File: src/rtl/job_dispatcher.sv
// Job sequencer for the duration-timer FSM: one go per accepted job, watchdog/cancel abort with kill hold, cool-down gap.
// go follows the accepting edge by one cycle; req_ready is high only in IDLE, so requests stall for the whole job.
module job_dispatcher #(
   parameter int TIMEOUT     = 120,
   parameter int KILL_CYCLES = 4,
   parameter int GAP         = 2,
   parameter int CNT_W       = 8
) (
   input  logic             clk,
   input  logic             rst,
   input  logic             req_valid,
   output logic             req_ready,
   input  logic             cancel,
   output logic             go,
   output logic             kill,
   input  logic             done,
   output logic             busy,
   output logic             job_ok,
   output logic             job_aborted,
   output logic [CNT_W-1:0] ok_count,
   output logic [CNT_W-1:0] abort_count
);

   localparam int TW   = (TIMEOUT > 1) ? $clog2(TIMEOUT) : 1;
   localparam int HMAX = (KILL_CYCLES > GAP) ? KILL_CYCLES : GAP;
   localparam int HW   = $clog2(HMAX + 1);

   localparam logic [TW-1:0]    TIMER_LAST = TW'(TIMEOUT - 1);
   localparam logic [HW-1:0]    KILL_LAST  = HW'(KILL_CYCLES - 1);
   localparam logic [HW-1:0]    GAP_LAST   = HW'(GAP - 1);
   localparam logic [CNT_W-1:0] CNT_MAX    = '1;

   typedef enum logic [2:0] {
      S_IDLE,
      S_LAUNCH,
      S_WAIT,
      S_KILL,
      S_COOLDOWN
   } state_t;

   state_t           r_state;
   logic [TW-1:0]    r_timer;
   logic [HW-1:0]    r_hold;
   logic             r_go;
   logic             r_kill;
   logic             r_job_ok;
   logic             r_job_aborted;
   logic [CNT_W-1:0] r_ok_count;
   logic [CNT_W-1:0] r_abort_count;

   logic w_accept;
   logic w_abort;

   assign req_ready   = (r_state == S_IDLE);
   assign busy        = (r_state != S_IDLE);
   assign go          = r_go;
   assign kill        = r_kill;
   assign job_ok      = r_job_ok;
   assign job_aborted = r_job_aborted;
   assign ok_count    = r_ok_count;
   assign abort_count = r_abort_count;

   assign w_accept = req_valid && req_ready;
   assign w_abort  = cancel || (r_timer == TIMER_LAST);

   always_ff @(posedge clk or posedge rst) begin
      if (rst) begin
         r_state       <= S_IDLE;
         r_timer       <= '0;
         r_hold        <= '0;
         r_go          <= 1'b0;
         r_kill        <= 1'b0;
         r_job_ok      <= 1'b0;
         r_job_aborted <= 1'b0;
         r_ok_count    <= '0;
         r_abort_count <= '0;
      end else begin
         r_job_ok      <= 1'b0;
         r_job_aborted <= 1'b0;
         case (r_state)
            S_IDLE: begin
               if (w_accept) begin
                  r_state <= S_LAUNCH;
                  r_go    <= 1'b1;
               end
            end
            S_LAUNCH: begin
               r_go    <= 1'b0;
               r_timer <= '0;
               r_state <= S_WAIT;
            end
            // done wins over a cancel or timeout sampled on the same edge
            S_WAIT: begin
               if (done) begin
                  r_state  <= S_COOLDOWN;
                  r_hold   <= '0;
                  r_job_ok <= 1'b1;
                  if (r_ok_count != CNT_MAX) begin
                     r_ok_count <= r_ok_count + 1'b1;
                  end
               end else if (w_abort) begin
                  r_state <= S_KILL;
                  r_kill  <= 1'b1;
                  r_hold  <= '0;
               end else begin
                  r_timer <= r_timer + 1'b1;
               end
            end
            S_KILL: begin
               if (r_hold == KILL_LAST) begin
                  r_state       <= S_COOLDOWN;
                  r_kill        <= 1'b0;
                  r_hold        <= '0;
                  r_job_aborted <= 1'b1;
                  if (r_abort_count != CNT_MAX) begin
                     r_abort_count <= r_abort_count + 1'b1;
                  end
               end else begin
                  r_hold <= r_hold + 1'b1;
               end
            end
            S_COOLDOWN: begin
               if (r_hold == GAP_LAST) begin
                  r_state <= S_IDLE;
               end else begin
                  r_hold <= r_hold + 1'b1;
               end
            end
            default: begin
               r_state <= S_IDLE;
               r_go    <= 1'b0;
               r_kill  <= 1'b0;
            end
         endcase
      end
   end

endmodule
File: config.mk
export PLATFORM = sky130hd
export DESIGN_NAME = job_dispatcher
export DESIGN_NICKNAME = d
export VERILOG_FILES = /design/src/rtl/job_dispatcher.sv
export SDC_FILE = /design/constraint.sdc
export NUM_CORES = 1
export LEC_CHECK = 0
export BUFFER_PORTS_ARGS = -buffer_cell sky130_fd_sc_hd__buf_2
export CORE_MARGIN = 8
export CORE_UTILIZATION = 60
export CTS_BUF_LIST = sky130_fd_sc_hd__clkbuf_4 sky130_fd_sc_hd__clkbuf_8
export CTS_CLUSTER_DIAMETER = 60
export CTS_CLUSTER_SIZE = 10
export DETAILED_ROUTE_END_ITERATION = 10
export GPL_TIMING_DRIVEN = 1
export PLACE_DENSITY = 0.84
export SYNTH_ARGS = -nofsm -noshare
export SYNTH_HDL_FRONTEND = slang
export SYNTH_SLANG_ARGS = --single-unit
File: constraint.sdc
create_clock -name clk -period 2.8 [get_ports clk]
set_input_delay 0.28 -clock clk [delete_from_list [all_inputs] [get_ports clk]]
set_output_delay 0.28 -clock clk [all_outputs]
set_load 0.02 [all_outputs]
# After elaboration in Yosys (flattened, before gate mapping)
# Cells that the tools add are included.
# word_totals
ff_bits	33
out_inout_bits	22
word_cells	71
# classes
addsub	4
eq_ne	17
muxes	24
n_bitwise	2
reduce_logical	15
# op_table
operator	count
$mux 3	9
$add 8x1->8 const B	2
$ne 8x8->1 const B	2
$pmux 3 s5	1
$mux 7	2
$pmux 7 s2	1
$ne 2x2->1 const B	6
$reduce_and 3->1	4
$eq 3x2->1 const B	3
$pmux 3 s3	1
$mux 1	8
$reduce_and 4->1	2
$add 7x1->7 const B	1
$eq 7x7->1 const B	1
$eq 3x1->1 const B	2
$reduce_bool 3->1	2
$reduce_or 3->1	2
$add 3x1->3 const B	1
$eq 3x3->1 const B	1
$logic_not 3->1	1
$ne 3x3->1 const B	1
$pmux 1 s3	1
$ne 2x1->1 const B	1
$not 1->1	2
other kinds (5)	5

# Depth between registers and ports, before layout
# Gate-level depths: netlist of the first run.
# depth
word_depth	5
ltp_mapped	6
mapped_depth_nobuf	6

# Least setup slack after synthesis of the first run
# Ideal clock, no wire load.
# synth_path
path_type	flip-flop to output port
startpoint	register r_state[0]
endpoint	output port busy
t_arrival_ns	1.511
setup_slack_ns	1.009
stages_incl_launch_ff	5
path_buffers	2
cell_sequence	dfrtp_1 -> buf_6 -> clkbuf_1 -> nor3_1 -> inv_1
# synth_via
elab_chain_cells	1
# synth_lines
item	line_no	source
from (decl)	41	state_t r_state;
from (signal assigned)	68	r_state <= S_IDLE;
from (signal assigned)	83	r_state <= S_LAUNCH;
from (signal assigned)	90	r_state <= S_WAIT;
$reduce_bool 3->1	55	assign busy = (r_state != S_IDLE);
to (decl)	17	output logic busy,
# No other way between the ends.

# Final worst setup path of the first run
# layout_path
startpoint	register r_state[0]
endpoint	register r_hold[0]
# layout_via
elab_chain_cells	3
word_cells_on_any_way	8
# layout_lines
item	line_no	source
$eq 3x2->1 or $eq 3x3->1 (tied branches)	80	case (r_state)
$ne 3x3->1 (no line) (tied with other cells)	--	
$reduce_and 3->1 (no line)	--	
to (signal assigned)	119	r_hold <= r_hold + 1'b1;
to (signal assigned)	126	r_hold <= r_hold + 1'b1;
to (decl)	43	logic [HW-1:0] r_hold;
# Several ways; a longest one is shown, not always the timed one.
# A chain may end at the register's enable or synchronous reset.

==> results.json, run 1 <==
{
  "muxShareOfSynthArea": 0.0323,
  "synth_edf_count": 0,
  "cts_buffers": 5,
  "port_buffers": 26,
  "synthSimpleGateAreaFrac": 0.225,
  "grt_pass1_vias": 1369,
  "placed_cells": 213,
  "fmax_mhz": 499,
  "ir_drop_mv": 0.678,
  "wl_met2_um": 1640,
  "syn_avg_cell_area_um2": 11.0,
  "synth_top_flop_cell": "dfrtp_1",
  "grt_usage": 0.148,
  "yosys_warnings": 0,
  "min_path_type": "in -> async",
  "synth_cells": 159,
  "mostFrequentLayoutCells": "dfrtp_1 (33), buf_2 (26), nor2_1 (13)",
  "dr.pass1.iters": 4,
  "synthArstFlopShare": 1.00,
  "cts_setup_buffers": 0,
  "timing_hold_violations_final": 0,
  "die_h_um": 69.9,
  "gp_congestion": 0.860,
  "cts.path.max_buffers": 2,
  "fin_crit_ns": 2.00,
  "cts_hold_buf": 0,
  "antenna_found_initial": 0,
  "wl_met3_um": 220,
  "final_common_cell": "dfrtp_1",
  "setup_viol": 0,
  "initial_core_util": 0.632,
  "arrival_ns": 2.23,
  "grt_pass1_wl_um": 6040,
  "grt_setup_unrepaired": "false",
  "grt_overflow": 0,
  "rows": 19,
  "synth_fa_ha_area_frac": 0.0503,
  "top_layer": "met4",
  "period_share": 0.715,
  "cts_root_buf": "clkbuf_4",
  "worstPathRequired_ns": 3.03,
  "wl_per_cell_um": 15.3,
  "dp_hpwl_um": 2540,
  "synth_cell_types": 45,
  "cts_resized": 0,
  "relSlewSlack": 0.582,
  "crit_type": "reg -> reg",
  "maxCapViolations": 0,
  "drcViolationCount": 0,
  "drive_gt1_frac": 0.221,
  "htree_levels": 2,
  "cts_sinks": 33,
  "p_leak_nw": 0.977,
  "path_clk_slew_ns": 0.10,
  "antenna_left": 0,
  "critPathCaptureType": "flop",
  "die_area_um2": 4880,
  "vias_per_cell": 5.92,
  "syn_to_final_growth_pct": 12.8,
  "drt-total-wl_um": 3380,
  "layout.nets": 201,
  "synth_top_family_by_area": "simple AND/OR/NAND/NOR gates",
  "antenna_cells": 0,
  "synth_fp_nets": 171,
  "die_x_um": 69.9,
  "slew_viol_final": 0,
  "synth_compound_area_frac": 0.0977,
  "worst_pin_slew_ns": 0.627,
  "vias": 1309,
  "grt_max_degree": 34,
  "fin_cells": 221,
  "core_area_um2": 2760,
  "ys_seq_area_frac": 0.474,
  "crit_path_start_kind": "flop",
  "ys_seq_elements": 33,
  "cellPowerDensity_nw_per_um2": 775,
  "synthesis.area_um2": 1740,
  "tritoncts": "built",
  "finalClockSkew_ns": 0.00719,
  "place_area_um2": 1890,
  "status": "finished clean",
  "synthXorXnorAreaFrac": 0.0855,
  "pin_count": 27,
  "drt_iter0_markers": 76,
  "nFillCells": 203,
  "drt-met1-wl_um": 1490,
  "setup_tns_ns": 0,
  "cp_max_fo": 20,
  "final_area_um2": 1960,
  "clock_latency_ns": 0.34
}
==> final cells by class <==
type | count | area [um2] | area share
clock buffer | 7 | 65.1 | 0.0331
tap | 31 | 38.8 | 0.0197
clock inverter | 1 | 5.00 | 0.00255
inverter | 10 | 37.5 | 0.0191
sequential | 33 | 826 | 0.420
multi-input combinational | 112 | 855 | 0.435
timing repair buffer | 27 | 138 | 0.0701
==> worst paths after layout <==
| kind | start | to | slack [ns] | cells after the start |
|---|---|---|---|---|
| min in group clk | done | r_state[2]$_DFFE_PP0P_ | 0.28 | 3 |
| hold / removal | rst | abort_count[6]$_DFFE_PP0P_ | 0.006 | 3 |
| setup reg to reg | r_state[0]$_DFFE_PP0P_ | r_hold[0]$_DFFE_PP0P_ | 0.80 | 4 |
| hold reg to reg | abort_count[7]$_DFFE_PP0P_ | abort_count[7]$_DFFE_PP0P_ | 0.50 | 1 |
| setup / recovery | r_state[0]$_DFFE_PP0P_ | r_hold[0]$_DFFE_PP0P_ | 0.80 | 4 |
| max in group asynchronous | rst | job_ok$_DFF_PP0_ | 2.49 | 3 |
==> sequential cells by signal, indices dropped and copies added (netlist names), 3 cells and up <==
signal	flops
r_timer	7
ok_count	8
r_state	3
r_hold	3
abort_count	8
==> cell families (layout without fill, tap and decap cells) <==
| group | after synthesis | count (layout) |
|---|---|---|
| buffers and inverters | 14 | 45 |
| xor gates and xnor gates | 17 | 17 |
| DFF | 33 | 33 |
| and+or+nand+nor | 62 | 62 |
| muxes | 5 | 5 |
| AOI/OAI and AO/OA | 21 | 21 |
| adders and majority gates | 7 | 7 |
==> cell usage after synthesis, drive strengths merged, types with 2 or more instances <==
library cell / number / area, um2
dfrtp: 33 / 826
nor2: 13 / 48.8
nand2: 11 / 41.3
inv: 10 / 37.5
xnor2: 9 / 78.8
xor2: 8 / 70.1
ha: 7 / 87.6
nand3: 7 / 35.0
mux2: 5 / 56.3
nand4: 5 / 31.3
nor3: 4 / 20.0
o21ai: 4 / 23.8
a21boi: 3 / 22.5
nand2b: 3 / 18.8
nor4: 3 / 40.0
o211ai: 3 / 27.5
o41ai: 3 / 26.3
a21oi: 2 / 10.0
and2: 2 / 12.5
and4b: 2 / 20.0
buf: 2 / 16.3
clkbuf: 2 / 7.51
nand4b: 2 / 17.5
nand4bb: 2 / 22.5
nor4b: 2 / 32.5
==> critical path, cell delays in order (launching register included) <==
cell and delay, ns:
dfrtp_1 0.62, nor4b_4 0.47, o211ai_2 0.25, a21boi_1 0.23, mux2_1 0.33
==> stage by stage <==
stage	hold slack, ns	worst slack (ns)	utilization	total power, mW
floorplan	0.409	1.01	-	1.09
global placement	0.376	0.896	0.687	1.20
detailed placement	0.385	0.820	0.687	1.23
CTS	0.0147	0.811	0.712	1.53
global route	0.0348	0.665	0.712	1.62
finish	0.00625	0.797	0.712	1.52
==> metal layers <==
layer,GRT usage,vias up
met5,0,-
met3,0.0607,4
met2,0.239,35
met4,0.0536,0
li1,-,632
met1,0.172,638
==> where the power goes <==
group          internal [mW]  total [mW]  switching, mW
Clock                  0.145       0.300          0.155
Combinational          0.209       0.507          0.298
Sequential             0.558       0.716          0.158
No activity file was read; power rests on OpenSTA's default activity.
==> run 2, diff against run 1 <==
--- a/config.mk
+++ b/config.mk
@@ -7,13 +7,13 @@
 export LEC_CHECK = 0
 export BUFFER_PORTS_ARGS = -buffer_cell sky130_fd_sc_hd__buf_2
 export CORE_MARGIN = 8
-export CORE_UTILIZATION = 60
+export CORE_UTILIZATION = 58
 export CTS_BUF_LIST = sky130_fd_sc_hd__clkbuf_4 sky130_fd_sc_hd__clkbuf_8
 export CTS_CLUSTER_DIAMETER = 60
 export CTS_CLUSTER_SIZE = 10
 export DETAILED_ROUTE_END_ITERATION = 10
 export GPL_TIMING_DRIVEN = 1
-export PLACE_DENSITY = 0.84
+export PLACE_DENSITY = 0.81
 export SYNTH_ARGS = -nofsm -noshare
 export SYNTH_HDL_FRONTEND = slang
 export SYNTH_SLANG_ARGS = --single-unit
==> constraint.sdc (replaced) <==
create_clock -name clk -period 2 [get_ports clk]
set_input_delay 0.2 -clock clk [delete_from_list [all_inputs] [get_ports clk]]
set_output_delay 0.2 -clock clk [all_outputs]
set_load 0.02 [all_outputs]
==> results.json, run 2 (synthesized netlist as in run 1, its figures left out) <==
{
  "wl_met2_um": 1660,
  "drt-met1-wl_um": 1420,
  "fmax_mhz": 548,
  "top_layer": "met4",
  "grt_overflow": 0,
  "vias_per_cell": 5.85,
  "antenna_found_initial": 0,
  "cts_resized": 0,
  "grt_max_degree": 34,
  "rows": 20,
  "grt_pass1_vias": 1284,
  "drcViolationCount": 0,
  "initial_core_util": 0.590,
  "slew_viol_final": 0,
  "startpoint": "r_state[0]$_DFFE_PP0P_",
  "antenna_left": 0,
  "place_area_um2": 1930,
  "drt_iter0_markers": 48,
  "dp_hpwl_um": 2640,
  "cts_root_buf": "clkbuf_4",
  "worst_pin_slew_ns": 0.441,
  "min_path_type": "in -> reg",
  "status": "finished clean",
  "cellPowerDensity_nw_per_um2": 1080,
  "syn_to_final_growth_pct": 15.2,
  "drive_gt1_frac": 0.236,
  "r2r-start": "r_state[0]$_DFFE_PP0P_",
  "cts_setup_buffers": 0,
  "relSlewSlack": 0.702,
  "grt_setup_unrepaired": "false",
  "final_common_cell": "dfrtp_1",
  "grt_usage": 0.143,
  "cts_buffers": 5,
  "core_area_um2": 2950,
  "period_share": 0.912,
  "antenna_cells": 0,
  "worstPathRequired_ns": 2.21,
  "fin_crit_ns": 1.82,
  "die_h_um": 70.8,
  "arrival_ns": 2.04,
  "htree_levels": 2,
  "path_clk_slew_ns": 0.10,
  "critPathCaptureType": "flop",
  "gp_congestion": 0.833,
  "die_x_um": 70.8,
  "drt-total-wl_um": 3350,
  "cts.path.max_buffers": 2,
  "port_buffers": 26,
  "grt_pass1_wl_um": 5890,
  "cts_sinks": 33,
  "wl_met3_um": 241,
  "cp_max_fo": 13,
  "maxCapViolations": 0,
  "clock_latency_ns": 0.32,
  "crit_type": "reg -> reg",
  "timing_hold_violations_final": 0,
  "final_area_um2": 2010,
  "cts_hold_buf": 1,
  "ir_drop_mv": 0.640,
  "vias": 1334,
  "finalClockSkew_ns": 0.0131,
  "setup_tns_ns": 0,
  "dr.pass1.iters": 4,
  "layout.nets": 206,
  "p_leak_nw": 1.00,
  "wl_per_cell_um": 14.7,
  "setup_viol": 0,
  "crit_path_start_kind": "flop",
  "pin_count": 27,
  "min-delay-start": "done",
  "nFillCells": 231,
  "die_area_um2": 5010,
  "tritoncts": "built",
  "mostFrequentLayoutCells": "dfrtp_1 (33), buf_2 (26), nor2_1 (13)"
}
==> run 2: cell count changes in the layout (fill, tap and decap cells not counted) <==
cell / previous run / this run
buf_4: 1 / 5
dlygate4sd3_1: 0 / 1
==> run 2: final timing paths <==
path	slack (ns)	to	cells past startpoint
worst min register to register	0.51	ok_count[5]$_DFFE_PP0P_	1
worst min-delay path	0.22	r_state[2]$_DFFE_PP0P_	3
worst max-delay path	0.18	r_hold[2]$_DFFE_PP0P_	5
min in group asynchronous	0.49	abort_count[7]$_DFFE_PP0P_	4
worst max register to register	0.18	r_hold[2]$_DFFE_PP0P_	5
max in group asynchronous	1.21	r_timer[5]$_DFFE_PP0P_	4
==> run 2: per-layer routing <==
layer,up-vias,global-route usage
li1,638,-
met1,655,0.173
met2,37,0.235
met3,4,0.0508
met4,0,0.0416
met5,-,0
==> run 2: metrics by stage <==
step                power (mW)  hold WS [ns]  setup WS, ns  std cells  utilization
floorplan                 1.53         0.329         0.221        159            -
global placement          1.72         0.302         0.268        219        0.653
detailed placement        1.76         0.305         0.199        219        0.653
CTS                       2.18         0.209         0.186        228        0.680
global route              2.31         0.246       0.00821        228        0.680
finish                    2.16         0.222         0.176        228        0.680
==> run 2: critical path: stages (launching register included) <==
cell and delay, ns:
dfrtp_1 0.54, buf_4 0.23, nor2_1 0.16, nand3_1 0.13
a21boi_1 0.30, mux2_1 0.36
==> run 2: where the power goes <==
| group | switching, mW | leakage [nW] | total, mW | internal [mW] |
|---|---|---|---|---|
| registers | 0.186 | 0.446 | 0.968 | 0.782 |
| clock network | 0.211 | 0.0413 | 0.414 | 0.204 |
| logic | 0.455 | 0.514 | 0.778 | 0.323 |
| total | 0.852 | 1.00 | 2.16 | 1.31 |
==> run 2: layout make-up <==
class / instances / area [um2] / area share
clock inverter: 1 / 5.00 / 0.00249
multi-input combinational: 112 / 855 / 0.426
inverter: 10 / 37.5 / 0.0187
sequential: 33 / 826 / 0.411
clock buffer: 7 / 65.1 / 0.0324
timing repair buffer: 32 / 178 / 0.0885
tap: 33 / 41.3 / 0.0206
